**src/rtl/branch_recovery.sv**
```systemverilog
// Branch mispredict recovery: waits for the mispredicted branch to reach the ROB head,
// pulses flush, then redirects fetch to the corrected address.
package fcpu_pkg;
  parameter int unsigned RSV_ID_W    = 4;
  parameter int unsigned CRAM_ADDR_W = 12;
endpackage

module branch_recovery
  import fcpu_pkg::*;
#(
  parameter int unsigned FLUSH_CYCLES = 2
) (
  input  logic                   clk,
  input  logic                   nrst,
  input  logic                   miss_valid,
  input  logic [RSV_ID_W-1:0]    miss_tag,
  input  logic [CRAM_ADDR_W-1:0] miss_dst,
  input  logic                   rob_head_valid,
  input  logic [RSV_ID_W-1:0]    rob_head_tag,
  input  logic                   fetch_ready,
  output logic                   stall_fetch,
  output logic                   flush,
  output logic                   redirect_valid,
  output logic [CRAM_ADDR_W-1:0] redirect_pc,
  output logic [7:0]             miss_count
);

  localparam int unsigned CNT_W = 4;
  localparam int unsigned MC_W  = 8;

  typedef enum logic [1:0] {
    S_IDLE      = 2'd0,
    S_WAIT_HEAD = 2'd1,
    S_FLUSH     = 2'd2,
    S_REDIRECT  = 2'd3
  } state_e;

  state_e                 state_q, state_d;
  logic [RSV_ID_W-1:0]    tag_q, tag_d;
  logic [CRAM_ADDR_W-1:0] dst_q, dst_d;
  logic [CNT_W-1:0]       fcnt_q, fcnt_d;
  logic [MC_W-1:0]        mc_q, mc_d;
  logic                   stall_q, stall_d;
  logic                   flush_q, flush_d;
  logic                   rv_q, rv_d;
  logic [CRAM_ADDR_W-1:0] rpc_q, rpc_d;
  logic [RSV_ID_W-1:0]    dist_new, dist_old;

  // Next state; outputs are precomputed from state_d so they stay pure flop outputs
  always_comb begin
    state_d  = state_q;
    tag_d    = tag_q;
    dst_d    = dst_q;
    fcnt_d   = fcnt_q;
    mc_d     = mc_q;
    // Age relative to the ROB head, modulo the tag space: smaller is older
    dist_new = miss_tag - rob_head_tag;
    dist_old = tag_q - rob_head_tag;

    case (state_q)
      S_IDLE: begin
        if (miss_valid) begin
          tag_d   = miss_tag;
          dst_d   = miss_dst;
          state_d = S_WAIT_HEAD;
        end
      end
      S_WAIT_HEAD: begin
        if (miss_valid && (dist_new < dist_old)) begin
          tag_d = miss_tag;
          dst_d = miss_dst;
        end else if (rob_head_valid && (rob_head_tag == tag_q)) begin
          state_d = S_FLUSH;
          fcnt_d  = CNT_W'(FLUSH_CYCLES - 1);
        end
      end
      S_FLUSH: begin
        if (fcnt_q == '0) begin
          state_d = S_REDIRECT;
        end else begin
          fcnt_d = fcnt_q - CNT_W'(1);
        end
      end
      S_REDIRECT: begin
        if (fetch_ready) begin
          state_d = S_IDLE;
          if (mc_q != {MC_W{1'b1}}) begin
            mc_d = mc_q + MC_W'(1);
          end
        end
      end
      default: state_d = S_IDLE;
    endcase

    stall_d = (state_d != S_IDLE);
    flush_d = (state_d == S_FLUSH);
    rv_d    = (state_d == S_REDIRECT);
    rpc_d   = rv_d ? dst_d : '0;
  end

  always_ff @(posedge clk or negedge nrst) begin
    if (!nrst) begin
      state_q <= S_IDLE;
      tag_q   <= '0;
      dst_q   <= '0;
      fcnt_q  <= '0;
      mc_q    <= '0;
      stall_q <= 1'b0;
      flush_q <= 1'b0;
      rv_q    <= 1'b0;
      rpc_q   <= '0;
    end else begin
      state_q <= state_d;
      tag_q   <= tag_d;
      dst_q   <= dst_d;
      fcnt_q  <= fcnt_d;
      mc_q    <= mc_d;
      stall_q <= stall_d;
      flush_q <= flush_d;
      rv_q    <= rv_d;
      rpc_q   <= rpc_d;
    end
  end

  assign stall_fetch    = stall_q;
  assign flush          = flush_q;
  assign redirect_valid = rv_q;
  assign redirect_pc    = rpc_q;
  assign miss_count     = mc_q;

endmodule

```
**config.mk**
```make
export PLATFORM = sky130hd
export DESIGN_NAME = branch_recovery
export DESIGN_NICKNAME = d
export VERILOG_FILES = /design/src/rtl/branch_recovery.sv
export SDC_FILE = /design/constraint.sdc
export NUM_CORES = 1
export LEC_CHECK = 0
export ABC_AREA = 1
export BUFFER_PORTS_ARGS = -buffer_cell sky130_fd_sc_hd__buf_4
export CORE_MARGIN = 2
export CORE_UTILIZATION = 44
export CTS_BUF_LIST = sky130_fd_sc_hd__clkbuf_2
export CTS_CLUSTER_SIZE = 12
export DETAILED_ROUTE_END_ITERATION = 10
export PLACE_DENSITY = 0.66
export SLEW_MARGIN = 20
export SYNTH_ARGS = -nofsm -noshare
export SYNTH_HDL_FRONTEND = slang
export SYNTH_SLANG_ARGS = --single-unit
```
**constraint.sdc**
```tcl
create_clock -name clk -period 2.45 [get_ports clk]
set_input_delay 0.245 -clock clk [delete_from_list [all_inputs] [get_ports clk]]
set_output_delay 0.245 -clock clk [all_outputs]
set_load 0.005 [all_outputs]
```
After elaboration in Yosys (flattened, before gate mapping):

Cells that the tools add are included.

* flip-flop bits (word level): 45
* input bits: 25
* output and inout bits: 23

* $add $sub $neg: 4
* order comparisons: 1
* equal/unequal tests: 12
* muxes and demuxes: 17
* reduce and logical (&&, ||, !) cells: 10

Operators with widths (count)
* $mux 12: 3
* $pmux 12 s2: 1
* $mux 4: 5
* $pmux 4 s2: 2
* $mux 2: 5
* $ne 2x2->1 const B: 5
* $add 8x1->8 const B: 1
* $eq 2x2->1 const B: 4
* $ne 8x8->1 const B: 1
* $pmux 2 s4: 1
* $sub 4x4->4: 2
* $reduce_and 3->1: 2
* $reduce_bool 2->1: 3
* $eq 4x4->1: 1
* $logic_not 4->1: 1
* $lt 4x4->1: 1
* $reduce_and 4->1: 1
* $sub 4x1->4 const B: 1
* $eq 2x1->1 const B: 1
* $logic_and 1x1->1: 2
* $logic_not 2->1: 1

Longest topological paths before layout:

Gate-level depths: netlist (run 1).

* depth after elaboration: 7
* mapped depth: 15
* mapped depth without buffers: 14

Least setup slack after synthesis (run 1):

Ideal clock, no wire load.

* path kind: register -> register
* start: reg tag_q[2]
* end: reg rpc_q[1], in the netlist redirect_pc[1]
* library setup time: 121 ps
* data arrival time: 2088 ps
* required time: 2329 ps
* path slack: 241 ps
* stages on the path, launching flop included: 14
* buffers on the path: 1
* path through: dfrtp_1 > ha_1 > nand2_1 > o21ai_0 > xnor2_1 > ha_1 > nand2_1 > and3_1 > nand3_4 > nand2_4 > buf_8 > nand2_1 > nand2_1 > nor2_1

* word-level cells in the longest chain between the ends: 7
* elaborated cells on any way between the ends: 12
* those cells by class: add/sub (1); order compare (1); eq/ne (2); mux (6); reduce/logical (2)

RTL lines
* from (decl): RTL line 39 `logic [RSV_ID_W-1:0] tag_q, tag_d;`
* from (signal assigned): RTL line 114 `tag_q <= tag_d;`
* $sub 4x4->4 or $eq 4x4->1 (tied branches): RTL line 58, 72
* $lt 4x4->1 or $logic_and 1x1->1 (tied branches): RTL line 69, 72
* $logic_and 1x1->1 or $mux 2 (tied branches): RTL line 69, 72
* $mux 2: RTL line 69 `if (miss_valid && (dist_new < dist_old)) begin`
* $pmux 2 s4: RTL line 60 `case (state_q)`
* $eq 2x2->1: RTL line 97 `rv_d = (state_d == S_REDIRECT);`
* $mux 12 (*): RTL line 98 `rpc_d = rv_d ? dst_d : '0;`
* via rpc_d[1]: RTL line 46 `logic [CRAM_ADDR_W-1:0] rpc_q, rpc_d;`
* to (signal assigned): RTL line 121 `rpc_q <= rpc_d;`
* to (decl): RTL line 46

The timed path passes the listed nets; every way through them passes the cells marked *.
A chain may end at the register's enable or synchronous reset.

Worst setup path after layout (run 1):

* start: reg tag_q[0]
* end: reg rpc_q[11], in the netlist redirect_pc[11]

Same word-level chain as after synthesis.

==> run summary, run 1 <==
CP Launch Type -> register
Power Internal -> 1.70 mW
Root Buffer -> clkbuf_2
Commonest cells after routing, fill and taps aside -> 79 x nand2_1, 51 x inv_1, 51 x buf_4, 45 x dfrtp_1, 17 x nor2_1
Max FO, Critical Path -> 6
RSZ-0062 raised after global routing -> yes
N_diodes -> 0
Max Transition Viols Final -> 0
Largest net degree at the start of global routing -> 46
Buffers on Ports -> 47
Hold Fails Final Rpt -> 0
Final Non-Filler Cells -> 406
Drt drc -> 0
Initial antenna violation count -> 0
DRT Pass-1 Iters -> 4
Worst-path clk slew -> 0.21 ns
Worst Setup End Kind -> register
CTS tree -> done
Die Height -> 77.2 um
Worst-margin pin slew -> 0.568 ns
CTS Buf Count -> 5
Fin area -> 2960 um2
Final setup vio count -> 0
Die ar. -> 5970 um2
Critical Path RT -> 2.80 ns
Reg power frac -> 36.3%
Ys Warns -> 0
Library cells used by synthesis -> 25
Register area share after synthesis -> 47.7%
Vias in the first global route -> 1784
Maxcap violations -> 0
Drt total wl -> 4620 um
Setup TNS -> 0 ns
Minimum clock period -> 2.35 ns
First-pass GRT wire length -> 7670 um
Final core occ -> 57.6%
ANT nets after route -> 0
Sw power -> 1.22 mW
# H-tree levels -> 2
GPL Wtd Cong -> 0.842
PwrDens -> 988 nW/um2
Global-route usage over all layers -> 15.9%
Gate Count Post-Synth -> 279
Worst skew pair latency -> 0.41 ns
Ranking of synthesized cells by area -> dfrtp_1 48%, nand2_1 13%, inv_1 8.6%
Nets -> 373
Most common cell after layout, fill and taps aside -> nand2_1
Run status -> complete, no violations
Worst Hold Slack -> 0.0497 ns
Placed Cells -> 392
Wire per inst -> 11.4 um
Layout area overhead -> 25.4%
WP data arrival -> 2.70 ns
Tot Pwr -> 2.92 mW
Max transition margin -> 62.1%
FF+latch count, synth -> 45
Top-area cell type share of the netlist area -> 47.7%
DRT iter0 DRCs -> 84
Worst vdd ir -> 0.446 mV
Fraction of layout cells with a size suffix above 1 -> 25.6%
Sw Ratio -> 41.7%
Rows -> 26
Initial Util -> 45.9%
Clock power frac -> 10.5%
HP Class -> in2reg
Syn nets -> 317
HPWL Detailed -> 3210 um
Syn avg cell area -> 8.46 um2
Die W -> 77.2 um
Dpl cell area -> 2770 um2
Tcrit/Tclk final -> 95.8%
Sink Count -> 45
P_leak -> 1.63 nW
Worst setup margin -> 0.103 ns
Clock Skew -> 0.0207 ns
Comb power frac -> 53.2%
Congestion Overflow GR -> 0
Ports -> 48
Core area -> 5140 um2
CTS max path bufs -> 2
Highest clock rate -> 426 MHz
Post-synth top area cell -> dfrtp_1
Vias -> 1856
Routed vias/inst -> 4.57
Critical path class -> reg2reg
Synthesized cell area -> 2360 um2
Pre-CTS setup slack -> 0.0437 ns
worst max-delay path, stage by stage (launching register included):
cell and delay (ns):
dfrtp_1 0.42, inv_2 0.09, ha_4 0.14, inv_2 0.04, fa_2 0.53, inv_2 0.04
ha_4 0.23, nand2_2 0.05, nand2_2 0.05, nand2_2 0.10, nand3_4 0.16, buf_8 0.18
nand3b_1 0.09, nand2_2 0.07, nor2_2 0.11
flip-flops by register name, indices dropped and copies added (netlist names):
name            cells
redirect_valid      1
fcnt_q              4
miss_count          8
flush               1
redirect_pc        12
stall_fetch         1
dst_q              12
state_q             2
tag_q               4
power groups by stage:
stage / sequential, mW / combinational, mW / clock, mW
after floorplan: 1.06 / 0.988 / 0
after global placement: 1.07 / 1.27 / 0
after detailed placement: 1.07 / 1.29 / 0
after CTS: 1.06 / 1.30 / 0.319
after global routing: 1.08 / 1.76 / 0.347
final: 1.06 / 1.56 / 0.307
synth_stat cells:
cell and number:
buf_4 2, a21oi_1 4, nor2_1 18, nor3_1 2, nor2_4 1, dfrtp_1 45
and3_1 1, nor2_2 2, o21ai_0 6, nand3_1 7, fa_1 2, xor2_1 1
nand3b_1 12, a21oi_2 2, inv_1 54, buf_8 1, xnor2_1 11, ha_1 11
nand2_2 1, nand3_4 1, nand4_1 7, nand2_4 2, buf_2 2, or2_2 1
nand2_1 83
worst paths after layout:
path	to	slack [ns]	depth (start not counted)	start
setup / recovery	redirect_pc[11]$_DFF_PN0_	0.10	14	tag_q[0]$_DFFE_PN0P_
min in group asynchronous	stall_fetch$_DFF_PN0_	0.34	2	nrst
hold reg to reg	fcnt_q[2]$_DFFE_PN0P_	0.51	2	fcnt_q[2]$_DFFE_PN0P_
setup reg to reg	redirect_pc[11]$_DFF_PN0_	0.10	14	tag_q[0]$_DFFE_PN0P_
max in group asynchronous	miss_count[5]$_DFFE_PN0P_	1.72	2	nrst
hold / removal	dst_q[4]$_DFF_PN0_	0.05	3	miss_dst[4]
logic make-up (layout without fill, tap and decap cells):
| kind of cell | after synthesis | in the layout | synth area share (%) |
|---|---|---|---|
| simple gates | 138 | 138 | 27.1 |
| flops | 45 | 45 | 47.7 |
| fa+ha+maj | 13 | 13 | 7.53 |
| compound gates | 12 | 12 | 2.86 |
| buf+inv | 59 | 116 | 10.3 |
| xor+xnor | 12 | 12 | 4.45 |
timing repair:
action,4_1_cts,5_1_grt
hold buffers,1,0
gates resized for setup,0,20
buffers inserted,0,4
endpoints found under the setup margin,0,28
endpoints found under the hold margin,45,0
per-layer routing:
metal  track usage, %  up-vias  part of all wire [%]
li1                 -      956                     -
met1             20.0      864                    47
met2             26.9       31                    48
met3             4.12        5                   4.1
met4             4.82        0                   1.2
met5                0        -                     0
final cells by class:
cell class / instances / area (um2)
Tap cell: 70 / 87.6
Clock buffer: 6 / 30.0
Fill cell: 508 / 2180
Multi-Input combinational cell: 175 / 1070
Sequential cell: 45 / 1130
Timing Repair Buffer: 54 / 433
Inverter: 54 / 203
Clock inverter: 2 / 10.0
No activity file was read; power rests on OpenSTA's default activity.
==> run 2: changes to the inputs <==
--- a/config.mk
+++ b/config.mk
@@ -6,13 +6,12 @@
 export NUM_CORES = 1
 export LEC_CHECK = 0
 export ABC_AREA = 1
-export BUFFER_PORTS_ARGS = -buffer_cell sky130_fd_sc_hd__buf_4
 export CORE_MARGIN = 2
 export CORE_UTILIZATION = 44
 export CTS_BUF_LIST = sky130_fd_sc_hd__clkbuf_2
 export CTS_CLUSTER_SIZE = 12
 export DETAILED_ROUTE_END_ITERATION = 10
-export PLACE_DENSITY = 0.66
+export DONT_BUFFER_PORTS = 1
 export SLEW_MARGIN = 20
 export SYNTH_ARGS = -nofsm -noshare
 export SYNTH_HDL_FRONTEND = slang
==> run 2 against run 1 <==
  * Worst hold slack worse by 0.014 ns
  * Critical path depth unchanged
  * Register-to-register slack worse by 0.04 ns
  * Utilization down 4.5 points
  * Final area down 7.9%
  * Critical endpoint unchanged
==> run summary, run 2 (synthesized netlist as in run 1, its figures left out) <==
# H-tree levels -> 2
CTS tree -> done
Tcrit/Tclk final -> 97.6%
Worst-margin pin slew -> 0.444 ns
Rows -> 26
Die W -> 77.2 um
Clock Skew -> 0.0120 ns
GPL Wtd Cong -> 0.780
Worst Setup End Kind -> register
Congestion Overflow GR -> 0
FF/Latch Area -> 1130 um2
Fraction of layout cells with a size suffix above 1 -> 13.1%
DRT iter0 DRCs -> 86
Setup TNS -> 0 ns
Worst vdd ir -> 0.457 mV
Fill count -> 528
Worst-path clk slew -> 0.22 ns
Initial antenna violation count -> 0
GR Util met1 -> 24.1%
Worst skew pair latency -> 0.39 ns
Met2 Track Usage GR -> 25.9%
HP Class -> in2reg
RSZ-0062 raised after global routing -> yes
Buffers on Ports -> 0
Commonest cells after routing, fill and taps aside -> 81 x nand2_1, 51 x inv_1, 45 x dfrtp_1, 17 x nor2_1, 12 x nand3b_1
Critical path class -> reg2reg
ANT nets after route -> 0
Largest net degree at the start of global routing -> 46
Max transition margin -> 70.4%
Final core occ -> 53.0%
Pre-CTS setup slack -> 0.0200 ns
Dpl cell area -> 2420 um2
DRT Pass-1 Iters -> 4
Run status -> complete, no violations
Core area -> 5140 um2
P_leak -> 1.44 nW
Routed vias/inst -> 4.65
Most common cell after layout, fill and taps aside -> nand2_1
Global-route usage over all layers -> 17.3%
Worst setup margin -> 0.0596 ns
WP data arrival -> 2.73 ns
Highest clock rate -> 418 MHz
Sink Count -> 45
Drt drc -> 0
Nets -> 335
Maxcap violations -> 0
Die ar. -> 5970 um2
Wire per inst -> 12.8 um
Critical Path RT -> 2.79 ns
Final setup vio count -> 0
Area of the multi-input gates -> 1060 um2
PwrDens -> 1080 nW/um2
Busiest layer in global routing -> met2
Die Height -> 77.2 um
Max Transition Viols Final -> 0
Initial Util -> 45.9%
Max FO, Critical Path -> 7
Routing usage on met3 -> 4.71%
Drt total wl -> 4690 um
Ports -> 48
Hold Fails Final Rpt -> 0
Root Buffer -> clkbuf_2
Minimum clock period -> 2.39 ns
Layout area overhead -> 15.5%
Vias -> 1707
CP Launch Type -> register
Vias in the first global route -> 1742
Fin area -> 2730 um2
First-pass GRT wire length -> 8140 um
HPWL Detailed -> 3250 um
CTS max path bufs -> 2
N_diodes -> 0
CTS Buf Count -> 5
[run 2: final cells by class]
type                            count  share of cell area [%]
Sequential cell                    45                    41.3
Multi-Input combinational cell    175                    39.1
Inverter                           54                    7.43
Timing Repair Buffer               16                    6.79
Tap cell                           70                    3.21
Clock inverter                      2                    1.28
Clock buffer                        5                   0.918
[run 2: worst paths after layout]
check / startpoint / to / slack (ns) / depth (start not counted)
max: tag_q[0]$_DFFE_PN0P_ / redirect_pc[11]$_DFF_PN0_ / 0.06 / 14
min: miss_dst[5] / dst_q[5]$_DFF_PN0_ / 0.04 / 4
max reg2reg: tag_q[0]$_DFFE_PN0P_ / redirect_pc[11]$_DFF_PN0_ / 0.06 / 14
min reg2reg: fcnt_q[1]$_DFFE_PN0P_ / fcnt_q[1]$_DFFE_PN0P_ / 0.50 / 2
max in group asynchronous: nrst / redirect_valid$_DFF_PN0_ / 1.92 / 2
min in group asynchronous: nrst / redirect_pc[1]$_DFF_PN0_ / 0.30 / 2
[run 2: where the power goes]
part | leakage [nW] | switching (mW) | total [mW] | internal (mW)
clock network | 0.0388 | 0.229 | 0.395 | 0.166
logic | 0.832 | 0.848 | 1.47 | 0.623
registers | 0.571 | 0.121 | 1.07 | 0.954
total | 1.44 | 1.20 | 2.94 | 1.74
[run 2: worst max-delay path, cell delays in order, from the launching register on]
cell      delay [ns]
dfrtp_1         0.42
inv_2           0.08
ha_4            0.14
inv_2           0.04
fa_2            0.53
inv_2           0.05
ha_4            0.22
nand2_1         0.05
nand2_1         0.06
nand2_2         0.10
nand3_4         0.17
buf_8           0.18
nand3b_1        0.09
nand2_2         0.07
nor2_2          0.13
[run 2: timing repair]
action	CTS	global route
endpoints found under the setup margin	14	35
pin swaps	0	13
hold buffers	8	1
buffers inserted	0	4
cloned	0	1
gates resized for setup	1	19
endpoints found under the hold margin	52	1
[run 2: metal layers]
metal	up-vias	part of all wire [%]	wire length [um]
li1	881	-	-
met1	788	47	2230
met2	32	46	2160
met3	6	4.6	216
met4	0	1.9	87
met5	-	0	0
[run 2: per-stage QoR]
step	instances	hold slack, ns	total power [mW]
final	367	0.0355	2.94
after global routing	367	0.00205	3.25
after CTS	361	0.00250	2.70
after detailed placement	346	-0.0495	2.26
after global placement	346	-0.0494	2.23
after floorplan	279	-0.0506	2.05
==> run 3: changes to the inputs <==
==> constraint.sdc (replaced) <==
create_clock -name clk -period 2.45 [get_ports clk]
set_input_delay 0 -clock clk [delete_from_list [all_inputs] [get_ports clk]]
set_output_delay 0 -clock clk [all_outputs]
set_load 0.005 [all_outputs]
==> run 3 against run 2 <==
  * First-iteration DRC count is 3.5% lower
  * Sequential power is essentially flat
  * Global-route usage is 0.48 points higher
  * Setup slack gained 0.0043 ns
  * Via count grew 3.3%
  * Final area grew 4.2%
  * Clock power hardly changed
  * Critical endpoint unchanged
  * Final cell count up 3.0%
  * Clock skew up 0.0033 ns
  * Worst hold slack better by 0.014 ns
==> run summary, run 3 (synthesized netlist as in run 1, its figures left out) <==
Buffers on Ports -> 0
CTS Buf Count -> 5
Max Transition Viols Final -> 0
Slowest Stage Delay on Critical Path -> 0.53 ns
Nets -> 346
Cell breakdown of the critical path -> inv_2 > ha_4 > inv_2 > fa_2 > inv_2 > ha_4 > nand2_1 > nand2_1 > nand2_2 > nand3_4 > buf_8 > nand3b_1 > nand2_2 > nor2_2
RSZ-0062 raised after global routing -> yes
Critical path class -> reg2reg
CTS max path bufs -> 2
Wire per inst -> 12.8 um
Tcrit/Tclk final -> 97.4%
Sw Ratio -> 40.9%
Drt drc -> 0
Die W -> 77.2 um
N_diodes -> 0
Worst setup margin -> 0.0640 ns
Worst path slowest cell -> fa_2
WP data arrival -> 2.73 ns
Worst-margin pin slew -> 0.438 ns
P_leak -> 1.49 nW
Reg2Reg Capture Point -> redirect_pc[11]$_DFF_PN0_
Hold Fails Final Rpt -> 0
Worst Setup End Kind -> register
Worst skew pair latency -> 0.40 ns
Clock Skew -> 0.0152 ns
CTS tree -> done
Dpl cell area -> 2420 um2
Congestion Overflow GR -> 0
Most common cell after layout, fill and taps aside -> nand2_1
HPWL Detailed -> 3250 um
Max transition margin -> 70.8%
Layout area overhead -> 20.4%
Minimum clock period -> 2.39 ns
CP dominant cell by count -> inv_2
Largest net degree at the start of global routing -> 46
Fill count -> 515
GPL Wtd Cong -> 0.780
Final setup vio count -> 0
Global-route usage over all layers -> 17.8%
# H-tree levels -> 2
Vias -> 1763
Commonest cells after routing, fill and taps aside -> 80 x nand2_1, 51 x inv_1, 45 x dfrtp_1, 20 x dlygate4sd3_1, 17 x nor2_1
RR Startpoint -> tag_q[0]$_DFFE_PN0P_
Top delay family on crit path -> adder cells
Max FO, Critical Path -> 7
Critical Path RT -> 2.79 ns
ANT nets after route -> 0
Pre-CTS setup slack -> 0.0200 ns
Sink Count -> 45
Initial antenna violation count -> 0
Run status -> complete, no violations
First-pass GRT wire length -> 8390 um
Maxcap violations -> 0
Highest clock rate -> 419 MHz
Die ar. -> 5970 um2
R2R cell count -> 14
Reg power frac -> 36.4%
HP Class -> in2async
DRT iter0 DRCs -> 83
Root Buffer -> clkbuf_2
Drt total wl -> 4840 um
Rows -> 26
Power Internal -> 1.74 mW
Ports -> 48
Fraction of layout cells with a size suffix above 1 -> 12.7%
Die Height -> 77.2 um
Reg2Reg Setup Slack -> 0.06 ns
Routed vias/inst -> 4.66
Core area -> 5140 um2
Comb power frac -> 50.1%
PwrDens -> 1040 nW/um2
DRT Pass-1 Iters -> 4
Clock power frac -> 13.4%
Worst-path clk slew -> 0.22 ns
CP Buf/Inv Count -> 4
Fin area -> 2840 um2
CP Launch Type -> register
Vias in the first global route -> 1827
Sw power -> 1.21 mW
Initial Util -> 45.9%
Worst vdd ir -> 0.456 mV
==> run 3: cell types whose count changed in the layout (fill, tap and decap cells not counted), sizes merged <==
cell	delta
buf	-1
dlygate4sd3	+12
==> run 3: power by group through the flow <==
stage          Sequential [mW]  Combinational, mW  Clock (mW)
5_1_grt                   1.10               1.72       0.445
4_1_cts                   1.07               1.23       0.413
2_1_floorplan             1.06              0.988           0
3_5_place_dp              1.09               1.17           0
6_report                  1.08               1.48       0.396
3_3_place_gp              1.08               1.15           0
==> run 3: worst max path at each step <==
stage | cells after the start | end | startpoint | slack (ns)
floorplan | 13 | redirect_pc[1]$_DFF_PN0_ | tag_q[2]$_DFFE_PN0P_ | 0.24
global placement | 12 | redirect_pc[1]$_DFF_PN0_ | tag_q[2]$_DFFE_PN0P_ | 0.01
detailed placement | 12 | redirect_pc[1]$_DFF_PN0_ | tag_q[2]$_DFFE_PN0P_ | 0.02
CTS | 12 | redirect_pc[11]$_DFF_PN0_ | tag_q[2]$_DFFE_PN0P_ | 0.01
global route | 12 | redirect_pc[11]$_DFF_PN0_ | tag_q[2]$_DFFE_PN0P_ | -0.07
finish | 14 | redirect_pc[11]$_DFF_PN0_ | tag_q[0]$_DFFE_PN0P_ | 0.06
==> run 3: layout make-up <==
cell class / instances / area (um2) / share of cell area (%)
clock buffers: 5 / 25.0 / 0.881
clock inverters: 2 / 35.0 / 1.23
inverters: 54 / 203 / 7.13
multi-input cells: 175 / 1070 / 37.6
flip-flops and latches: 45 / 1130 / 39.6
well taps: 70 / 87.6 / 3.08
repair buffers: 27 / 298 / 10.5
==> run 3: repair_timing <==
item / in CTS / in global routing
hold buffers: 20 / 1
pin swaps: 0 / 12
setup endpoints to repair: 14 / 35
setup buffers: 0 / 3
resized for setup: 1 / 20
hold endpoints to repair: 77 / 1
gates cloned: 0 / 1
==> run 3: routing by layer <==
metal  vias up  wire length (um)  global-route usage [%]
li1        903                 -                       -
met1       821              2250                    23.4
met2        33              2300                    28.5
met3         6               197                    4.47
met4         0                87                    6.25
met5         -                 0                       0
==> run 3: per-stage QoR <==
step	total power, mW	utilization [%]	instances	setup TNS [ns]	hold slack, ns
2_1_floorplan	2.05	-	279	0	-0.296
3_3_place_gp	2.23	47.1	346	0	-0.294
3_5_place_dp	2.26	47.1	346	0	-0.294
4_1_cts	2.72	52.5	373	0	0.00388
5_1_grt	3.26	55.3	378	-0.304	0.0235
6_report	2.95	55.3	378	0	0.0491
